--- config.mk ---
export PLATFORM = sky130hd
export DESIGN_NAME = ascii_stream_to_bcd16
export DESIGN_NICKNAME = d
export VERILOG_FILES = /design/src/rtl/ascii_stream_to_bcd16_pkg.sv /design/src/rtl/ascii_digit_decode.sv /design/src/rtl/ascii_stream_to_bcd16.sv
export SDC_FILE = /design/constraint.sdc
export NUM_CORES = 1
export LEC_CHECK = 0
export ABC_AREA = 1
export CAP_MARGIN = 10
export CORE_MARGIN = 5
export CORE_UTILIZATION = 51
export DETAILED_ROUTE_END_ITERATION = 6
export MAX_ROUTING_LAYER = met4
export PLACE_DENSITY = 0.78
export SETUP_SLACK_MARGIN = 0.3
export SKIP_CTS_REPAIR_TIMING = 1
export SLEW_MARGIN = 5
export SYNTH_ARGS = -nofsm -noshare
export SYNTH_HDL_FRONTEND = slang
export SYNTH_SLANG_ARGS = --single-unit
--- constraint.sdc ---
create_clock -name clk -period 1.98 [get_ports clk]
set_input_delay 0.495 -clock clk [delete_from_list [all_inputs] [get_ports clk]]
set_output_delay 0.495 -clock clk [all_outputs]
set_load 0.05 [all_outputs]
--- src/rtl/ascii_stream_to_bcd16_pkg.sv ---
// ============================================================================
// ascii_stream_to_bcd16_pkg : shared ASCII constants and state encoding
// Rev 1.0
// ============================================================================
`default_nettype none

package ascii_stream_to_bcd16_pkg;

  localparam logic [7:0] ASCII_ZERO = 8'h30;
  localparam logic [7:0] ASCII_NINE = 8'h39;
  localparam logic [7:0] ASCII_CR   = 8'h0D;

  localparam int NIBBLE_W = 4;

  typedef enum logic {
    RX   = 1'b0,
    DONE = 1'b1
  } state_t;

endpackage

`default_nettype wire

--- src/rtl/ascii_digit_decode.sv ---
// ============================================================================
// ascii_digit_decode : classifies one ASCII char as a decimal digit
// Rev 1.0
// ============================================================================
`default_nettype none

module ascii_digit_decode
  import ascii_stream_to_bcd16_pkg::*;
(
  input  logic [7:0]          ch,
  output logic                is_digit,
  output logic [NIBBLE_W-1:0] nibble
);

  assign is_digit = (ch >= ASCII_ZERO) && (ch <= ASCII_NINE);
  assign nibble   = ch[NIBBLE_W-1:0];

endmodule

`default_nettype wire

--- src/rtl/ascii_stream_to_bcd16.sv ---
// ============================================================================
// ascii_stream_to_bcd16 : packs a CR-terminated ASCII digit stream into BCD
// Rev 1.0
// ============================================================================
`default_nettype none

module ascii_stream_to_bcd16
  import ascii_stream_to_bcd16_pkg::*;
#(
  parameter int         DIGITS    = 4,
  parameter logic [7:0] TERM_CHAR = 8'h0D,
  parameter int         CNT_W     = 3
) (
  input  logic                         clk,
  input  logic                         rst,
  input  logic [7:0]                   in_char,
  input  logic                         in_valid,
  output logic                         in_ready,
  output logic [NIBBLE_W*DIGITS-1:0]   bcd_out,
  output logic [CNT_W-1:0]             digit_cnt,
  output logic                         err,
  output logic                         out_valid,
  input  logic                         out_ready
);

  localparam int              ACC_W   = NIBBLE_W * DIGITS;
  localparam logic [CNT_W-1:0] MAX_CNT = CNT_W'(DIGITS);

  state_t                state;
  logic [ACC_W-1:0]      acc;
  logic [CNT_W-1:0]      count;
  logic                  err_sticky;
  logic                  is_digit;
  logic [NIBBLE_W-1:0]   nibble;

  ascii_digit_decode u_decode (
    .ch       (in_char),
    .is_digit (is_digit),
    .nibble   (nibble)
  );

  assign in_ready  = (state == RX);
  assign out_valid = (state == DONE);

  always_ff @(posedge clk) begin
    if (rst) begin
      state      <= RX;
      acc        <= '0;
      count      <= '0;
      err_sticky <= 1'b0;
      bcd_out    <= '0;
      digit_cnt  <= '0;
      err        <= 1'b0;
    end else begin
      case (state)
        RX: begin
          if (in_valid) begin
            if (in_char == TERM_CHAR) begin
              state     <= DONE;
              bcd_out   <= err_sticky ? '0 : acc;
              digit_cnt <= count;
              err       <= err_sticky;
            end else if (is_digit) begin
              // Once a frame is bad, further digits are swallowed silently.
              if (!err_sticky) begin
                if (count == MAX_CNT) begin
                  err_sticky <= 1'b1;
                end else begin
                  acc   <= {acc[ACC_W-NIBBLE_W-1:0], nibble};
                  count <= count + 1'b1;
                end
              end
            end else begin
              err_sticky <= 1'b1;
            end
          end
        end
        DONE: begin
          if (out_ready) begin
            state      <= RX;
            acc        <= '0;
            count      <= '0;
            err_sticky <= 1'b0;
          end
        end
        default: state <= RX;
      endcase
    end
  end

endmodule

`default_nettype wire

==> results of run 1 <==
power by group through the flow:
| stage | logic, µW | clock network, µW | registers, µW |
|---|---|---|---|
| 2_1_floorplan | 62.0 | 0 | 856 |
| 3_3_place_gp | 102 | 0 | 857 |
| 3_5_place_dp | 103 | 0 | 857 |
| 4_1_cts | 103 | 439 | 838 |
| 5_1_grt | 114 | 479 | 842 |
| 6_report | 103 | 424 | 840 |
worst max-delay path by stage:
| stage | start | end | slack (ns) | cells past startpoint |
|---|---|---|---|---|
| after global placement | in_char[2] | bcd_out[1]$_SDFFE_PP0P_ | 0.05 | 9 |
| after global routing | in_char[2] | digit_cnt[0]$_SDFFE_PP0P_ | 0.27 | 10 |
| after floorplan | out_valid$_SDFF_PP0_ | in_ready | 0.47 | 3 |
| after CTS | out_valid$_SDFF_PP0_ | in_ready | 0.28 | 3 |
| final | out_valid$_SDFF_PP0_ | in_ready | 0.36 | 3 |
| after detailed placement | in_char[2] | bcd_out[11]$_SDFFE_PP0P_ | -0.02 | 9 |
cell usage in the layout (no fill, tap or decap), types with 2 or more instances in the layout:
cell type	Yosys	final
inv_1	12	12
nand2_1	82	82
nand3_1	20	20
o21ai_0	2	2
dfxtp_1	41	40
buf_4	1	28
buf_12	0	3
clkdlybuf4s50_1	0	11
a21oi_1	36	36
ha_1	2	2
nor2_1	29	29
nor2_4	2	3
clkbuf_4	0	5
tightest hold or removal path: cells and delay by family (launching register included):
family,cells,cell delay [ns]
DFF,1,0.32
buffers and inverters,1,0.05
AOI/OAI and AO/OA,1,0.05
kinds of logic after synthesis:
kind of cell,count (synthesis),share of synthesized area (%)
simple gates,139,33.5
fa+ha+maj,2,1.40
buf+inv,27,7.96
compound gates,39,10.9
xor+xnor,1,0.489
flops,41,45.8
metal layers:
metal	GRT usage, %	part of all wire, %	up-vias
met3	6.67	5.3	5
met4	4.56	1.1	0
met2	26.3	47	35
met1	20.3	47	708
li1	-	-	860
met5	-	0	-
registers in the layout, summed over array words and instances, names as in the netlist:
| name | flops |
|---|---|
| acc | 16 |
| count | 3 |
| err_sticky | 1 |
| bcd_out | 16 |
| out_valid | 1 |
| digit_cnt | 3 |
| err | 1 |
metrics by stage:
step / utilization, % / cell area [µm²] / TNS [ns]
after detailed placement: 63.7 / 2140 / -0.0186
after floorplan: - / 1790 / 0
after CTS: 65.4 / 2200 / 0
after global placement: 63.7 / 2140 / 0
after global routing: 66.0 / 2220 / 0
final: 66.0 / 2220 / 0
cell type report:
type / count / area [µm²]
clock inverters: 1 / 7.51
multi-input cells: 182 / 840
repair buffers: 43 / 395
fillers: 349 / 1140
inverters: 12 / 45.0
well taps: 46 / 57.6
flip-flops and latches: 41 / 822
clock buffers: 6 / 51.3
cell usage after synthesis, drive strengths merged:
cell / instances
nand2: 84
dfxtp: 41
a21oi: 36
nor2: 33
nand3: 21
inv: 12
buf: 11
clkbuf: 4
o21ai: 3
ha: 2
or2: 1
xnor2: 1
==> flow_metrics.tcl, run 1 <==
set metrics [dict create \
    cts_buffers 5 \
    start_util_pct 53.3 \
    ys_ff_latch 41 \
    nets 299 \
    status "complete, no violations" \
    hold-path-endpoint "err$_SDFFE_PP0P_" \
    dr.first_iter.drc_count 116 \
    dieArea_um2 4800 \
    timing.fmax_ghz 0.616 \
    hp-class "reg2reg" \
    place_ws_ns -0.0186 \
    p_leak_uw 0.000926 \
    synth_warnings 0 \
    ys_top_cells_by_area "dfxtp_1 (46%), nand2_1 (17%), a21oi_1 (10%)" \
    drc 0 \
    dr.pass1.iters 4 \
    crit_chain "inv_1 > buf_8 > buf_12" \
    rsz0062_at_grt "yes" \
    ctsLongestPathBuffers 2 \
    routedWlPerCell_um 11.6 \
    powerDensity_nw_per_um2 616 \
    p_int_uw 1040 \
    die_w_um 69.3 \
    synth_area_um2 1790 \
    clock_skew_ns 0.0175 \
    crit_family "buffers and inverters" \
    slowest_stage "dfxtp_2" \
    required_ns 1.48 \
    switching_share_pct 23.6 \
    combPwrFrac_pct 7.5 \
    cp-end-kind "primary output" \
    synth_area_per_cell_um2 7.20 \
    vias 1608 \
    synth_fp_nets 263 \
    synth_top_area_share_pct 45.8 \
    slew_viol_final 0 \
    drt_wl_total_um 3850 \
    grt_max_degree 29 \
    die_height_um 69.3 \
    cap_violations 0 \
    total_power_uw 1370 \
    cp-start-kind "register" \
    vdd_drop_max_mv 0.402 \
    cts_root_buffer "clkbuf_4" \
    hold_ws_ns 0.458 \
    worstSetupPathType "reg2out" \
    grt_pass1_vias 1437 \
    antenna_found_initial 0 \
    routabilityCongestion 0.780 \
    worst_pin_slew_ns 0.674 \
    syn-instance-count 249 \
    rr_endpoint "count[1]$_SDFFE_PP0P_" \
    setup_viol 0 \
    dp_hpwl_um 2560 \
    routed_via_density 4.86 \
    clock_latency_ns 0.35 \
    max_stage_delay_ns 0.36 \
    path_buf_inv 3 \
    setup_slack_ns 0.357 \
    reg2reg_depth 11 \
    htree_num_levels 2 \
    cp.arrival_ns 1.13 \
    area_growth_pct 23.8 \
    fp-row-count 21 \
    final_antenna_net_count 0 \
    hold_path_depth 2 \
    hold_viol 0 \
    rrSetupSlack_ns 0.42 \
    r2r_start "count[0]$_SDFFE_PP0P_" \
    grt_pass1_wl_um 6490 \
    overflow 0 \
    grtUsageTotal_pct 16.9 \
    antenna_cells 0 \
    min_from "err$_SDFFE_PP0P_" \
    fin_cells 331 \
    synth_top_cell_by_area "dfxtp_1" \
    p_switching_uw 322 \
    clkPwrFrac_pct 31.0 \
    tritoncts "built" \
    drive_above_1_share_pct 16.8 \
    slew_headroom_pct 55.0 \
    top_level_ports 34 \
    ys_types 21 \
    core_um2 3360 \
    seq_power_share_pct 61.5 \
    cts.clk_slew.worst_paths_ns 0.10 \
    worstPathMaxFanout 19 \
    clock_sinks 41 \
    period_share_pct 81.9 \
    period_needed_ns 1.62 \
    port_buffers 33 \
    synth-seq-area-share_pct 45.8 \
    dpl.cell_count 323 \
]
Note: power is estimated with default switching activity, not from simulation.
==> run 2: changes to the inputs <==
--- a/config.mk
+++ b/config.mk
@@ -8,10 +8,10 @@
 export ABC_AREA = 1
 export CAP_MARGIN = 10
 export CORE_MARGIN = 5
-export CORE_UTILIZATION = 51
+export CORE_UTILIZATION = 46
 export DETAILED_ROUTE_END_ITERATION = 6
 export MAX_ROUTING_LAYER = met4
-export PLACE_DENSITY = 0.78
+export PLACE_DENSITY = 0.75
 export SETUP_SLACK_MARGIN = 0.3
 export SKIP_CTS_REPAIR_TIMING = 1
 export SLEW_MARGIN = 5
==> constraint.sdc (replaced) <==
create_clock -name clk -period 1.3 [get_ports clk]
set_input_delay 0.325 -clock clk [delete_from_list [all_inputs] [get_ports clk]]
set_output_delay 0.325 -clock clk [all_outputs]
set_load 0.05 [all_outputs]
==> flow_metrics.tcl, run 2 (synthesized netlist as in run 1, its figures left out) <==
set metrics [dict create \
    rr_endpoint "acc[10]$_SDFFE_PP0P_" \
    routabilityCongestion 0.838 \
    crit_chain "inv_2 > ha_4 > nand2_2 > nand2_1 > nor2_1 > nand2_1 > nand2_4 > clkbuf_16 > nand3_1 > nand2_1 > nor2_1" \
    tritoncts "built" \
    hold-path-endpoint "acc[0]$_SDFFE_PP0P_" \
    slew_headroom_pct 73.8 \
    status "finished, violations left" \
    clock_latency_ns 0.31 \
    fin_tns_setup_ns -5.28 \
    cp-end-kind "register" \
    cp.arrival_ns 1.76 \
    cts_buffers 5 \
    min_from "in_char[0]" \
    dieArea_um2 5240 \
    place_ws_ns -0.562 \
    max_stage_delay_ns 0.35 \
    grt_pass1_vias 1626 \
    place_area_um2 2590 \
    grt_max_degree 25 \
    crit_top_cell "nand2_1" \
    grtUsageTotal_pct 17.7 \
    grt_use_met1_pct 19.5 \
    fillers 190 \
    final_common_cell "nand2_1" \
    path_buf_inv 2 \
    antenna_cells 0 \
    htree_num_levels 2 \
    clock_sinks 41 \
    drt_wl_total_um 6000 \
    start_util_pct 48.2 \
    drc 0 \
    hp-class "in2reg" \
    crit_family "simple AND/OR/NAND/NOR gates" \
    dr.first_iter.drc_count 167 \
    stdcell_area_um2 3100 \
    powerDensity_nw_per_um2 887 \
    worstPathMaxFanout 8 \
    grt_use_met2_pct 29.4 \
    fin_cells 359 \
    die_w_um 72.4 \
    timing.fmax_ghz 0.642 \
    overflow 0 \
    slowest_stage "dfxtp_2" \
    cap_violations 0 \
    routed_via_density 5.47 \
    dp_hpwl_um 2900 \
    p_leak_uw 0.00128 \
    vias 1962 \
    grt_util_met3_pct 4.02 \
    dr.pass1.iters 4 \
    top_level_ports 34 \
    violations "setup timing" \
    setup_slack_ns -0.258 \
    final_antenna_net_count 0 \
    cts_root_buffer "clkbuf_8" \
    layout_common_cells "nand2_1 (62), nor2_1 (28), buf_12 (27), buf_4 (24), dfxtp_2 (21)" \
    hold_viol 0 \
    period_share_pct 120 \
    required_ns 1.50 \
    period_needed_ns 1.56 \
    startpoint "count[1]$_SDFFE_PP0P_" \
    port_buffers 33 \
    setup_viol 39 \
    nets 324 \
    fp-row-count 22 \
    core_um2 3720 \
    reg2reg_depth 11 \
    drive_above_1_share_pct 47.6 \
    worst_pin_slew_ns 0.392 \
    top_regs "acc x16, bcd_out x16" \
    r2r_start "count[1]$_SDFFE_PP0P_" \
    routedWlPerCell_um 16.7 \
    vdd_drop_max_mv 0.536 \
    die_height_um 72.4 \
    cts.clk_slew.worst_paths_ns 0.08 \
    clock_skew_ns 0.00606 \
    cp-start-kind "register" \
    grt_pass1_wl_um 7050 \
    rsz0062_at_grt "yes" \
    area_growth_pct 72.8 \
    slew_viol_final 0 \
    rrSetupSlack_ns -0.26 \
    hold_path_depth 5 \
    antenna_found_initial 0 \
    top_usage_layer "met2" \
    worstSetupPathType "reg2reg" \
    ctsLongestPathBuffers 2 \
    dpl.cell_count 338 \
]
==> run 2: changes by cell type in the layout (fill, tap and decap cells not counted), moves of 8 or more <==
| cell | previous run | this run |
|---|---|---|
| dfxtp_1 | 40 | 19 |
| nand3_2 | 1 | 9 |
| a21oi_2 | 0 | 16 |
| nand2_1 | 82 | 62 |
| nand2_2 | 1 | 20 |
| nand3_1 | 20 | 10 |
| buf_12 | 3 | 27 |
| a21oi_1 | 36 | 20 |
| dfxtp_2 | 1 | 21 |
==> run 2: through the flow <==
stage | hold slack [ns] | total power (µW) | utilization [%]
6_report | 0.416 | 2750 | 83.3
5_1_grt | 0.453 | 2810 | 83.3
4_1_cts | 0.475 | 2690 | 73.3
3_5_place_dp | 0.452 | 1500 | 69.7
3_3_place_gp | 0.447 | 1490 | 69.7
2_1_floorplan | 0.439 | 1400 | -
==> run 2: area by class of cell <==
class                      count  area [µm²]  area share (%)
timing repair buffer          68         961            31.0
sequential                    41         851            27.5
multi-input combinational    182        1040            33.7
clock buffer                   5        68.8            2.22
clock inverter                 3        65.1            2.10
tap                           48        60.1            1.94
inverter                      12        47.5            1.54
==> run 2: how the worst max path moves through the flow <==
| stage | to | slack, ns | cells past startpoint |
|---|---|---|---|
| 2_1_floorplan | count[0]$_SDFFE_PP0P_ | -0.03 | 7 |
| 3_3_place_gp | bcd_out[3]$_SDFFE_PP0P_ | -0.48 | 9 |
| 3_5_place_dp | bcd_out[1]$_SDFFE_PP0P_ | -0.56 | 9 |
| 4_1_cts | bcd_out[1]$_SDFFE_PP0P_ | -0.28 | 9 |
| 5_1_grt | acc[10]$_SDFFE_PP0P_ | -0.31 | 11 |
| 6_report | acc[10]$_SDFFE_PP0P_ | -0.26 | 11 |
==> run 2: report_power, final <==
part	switching, µW	internal [µW]	leakage, µW
registers	8.89	1260	0.000342
clock network	475	763	0.0000681
logic	129	109	0.000865
==> run 2: layer usage <==
| metal | up-vias | routed length (µm) |
|---|---|---|
| met2 | 88 | 3140 |
| met5 | - | 0 |
| met1 | 937 | 2230 |
| met3 | 24 | 428 |
| met4 | 0 | 199 |
| li1 | 913 | - |
==> run 2: worst reg2reg max path: stages, from the launching register on <==
cell,delay (ns)
dfxtp_2,0.35
inv_2,0.05
ha_4,0.16
nand2_2,0.04
nand2_1,0.04
nor2_1,0.08
nand2_1,0.09
nand2_4,0.19
clkbuf_16,0.19
nand3_1,0.10
nand2_1,0.11
nor2_1,0.05
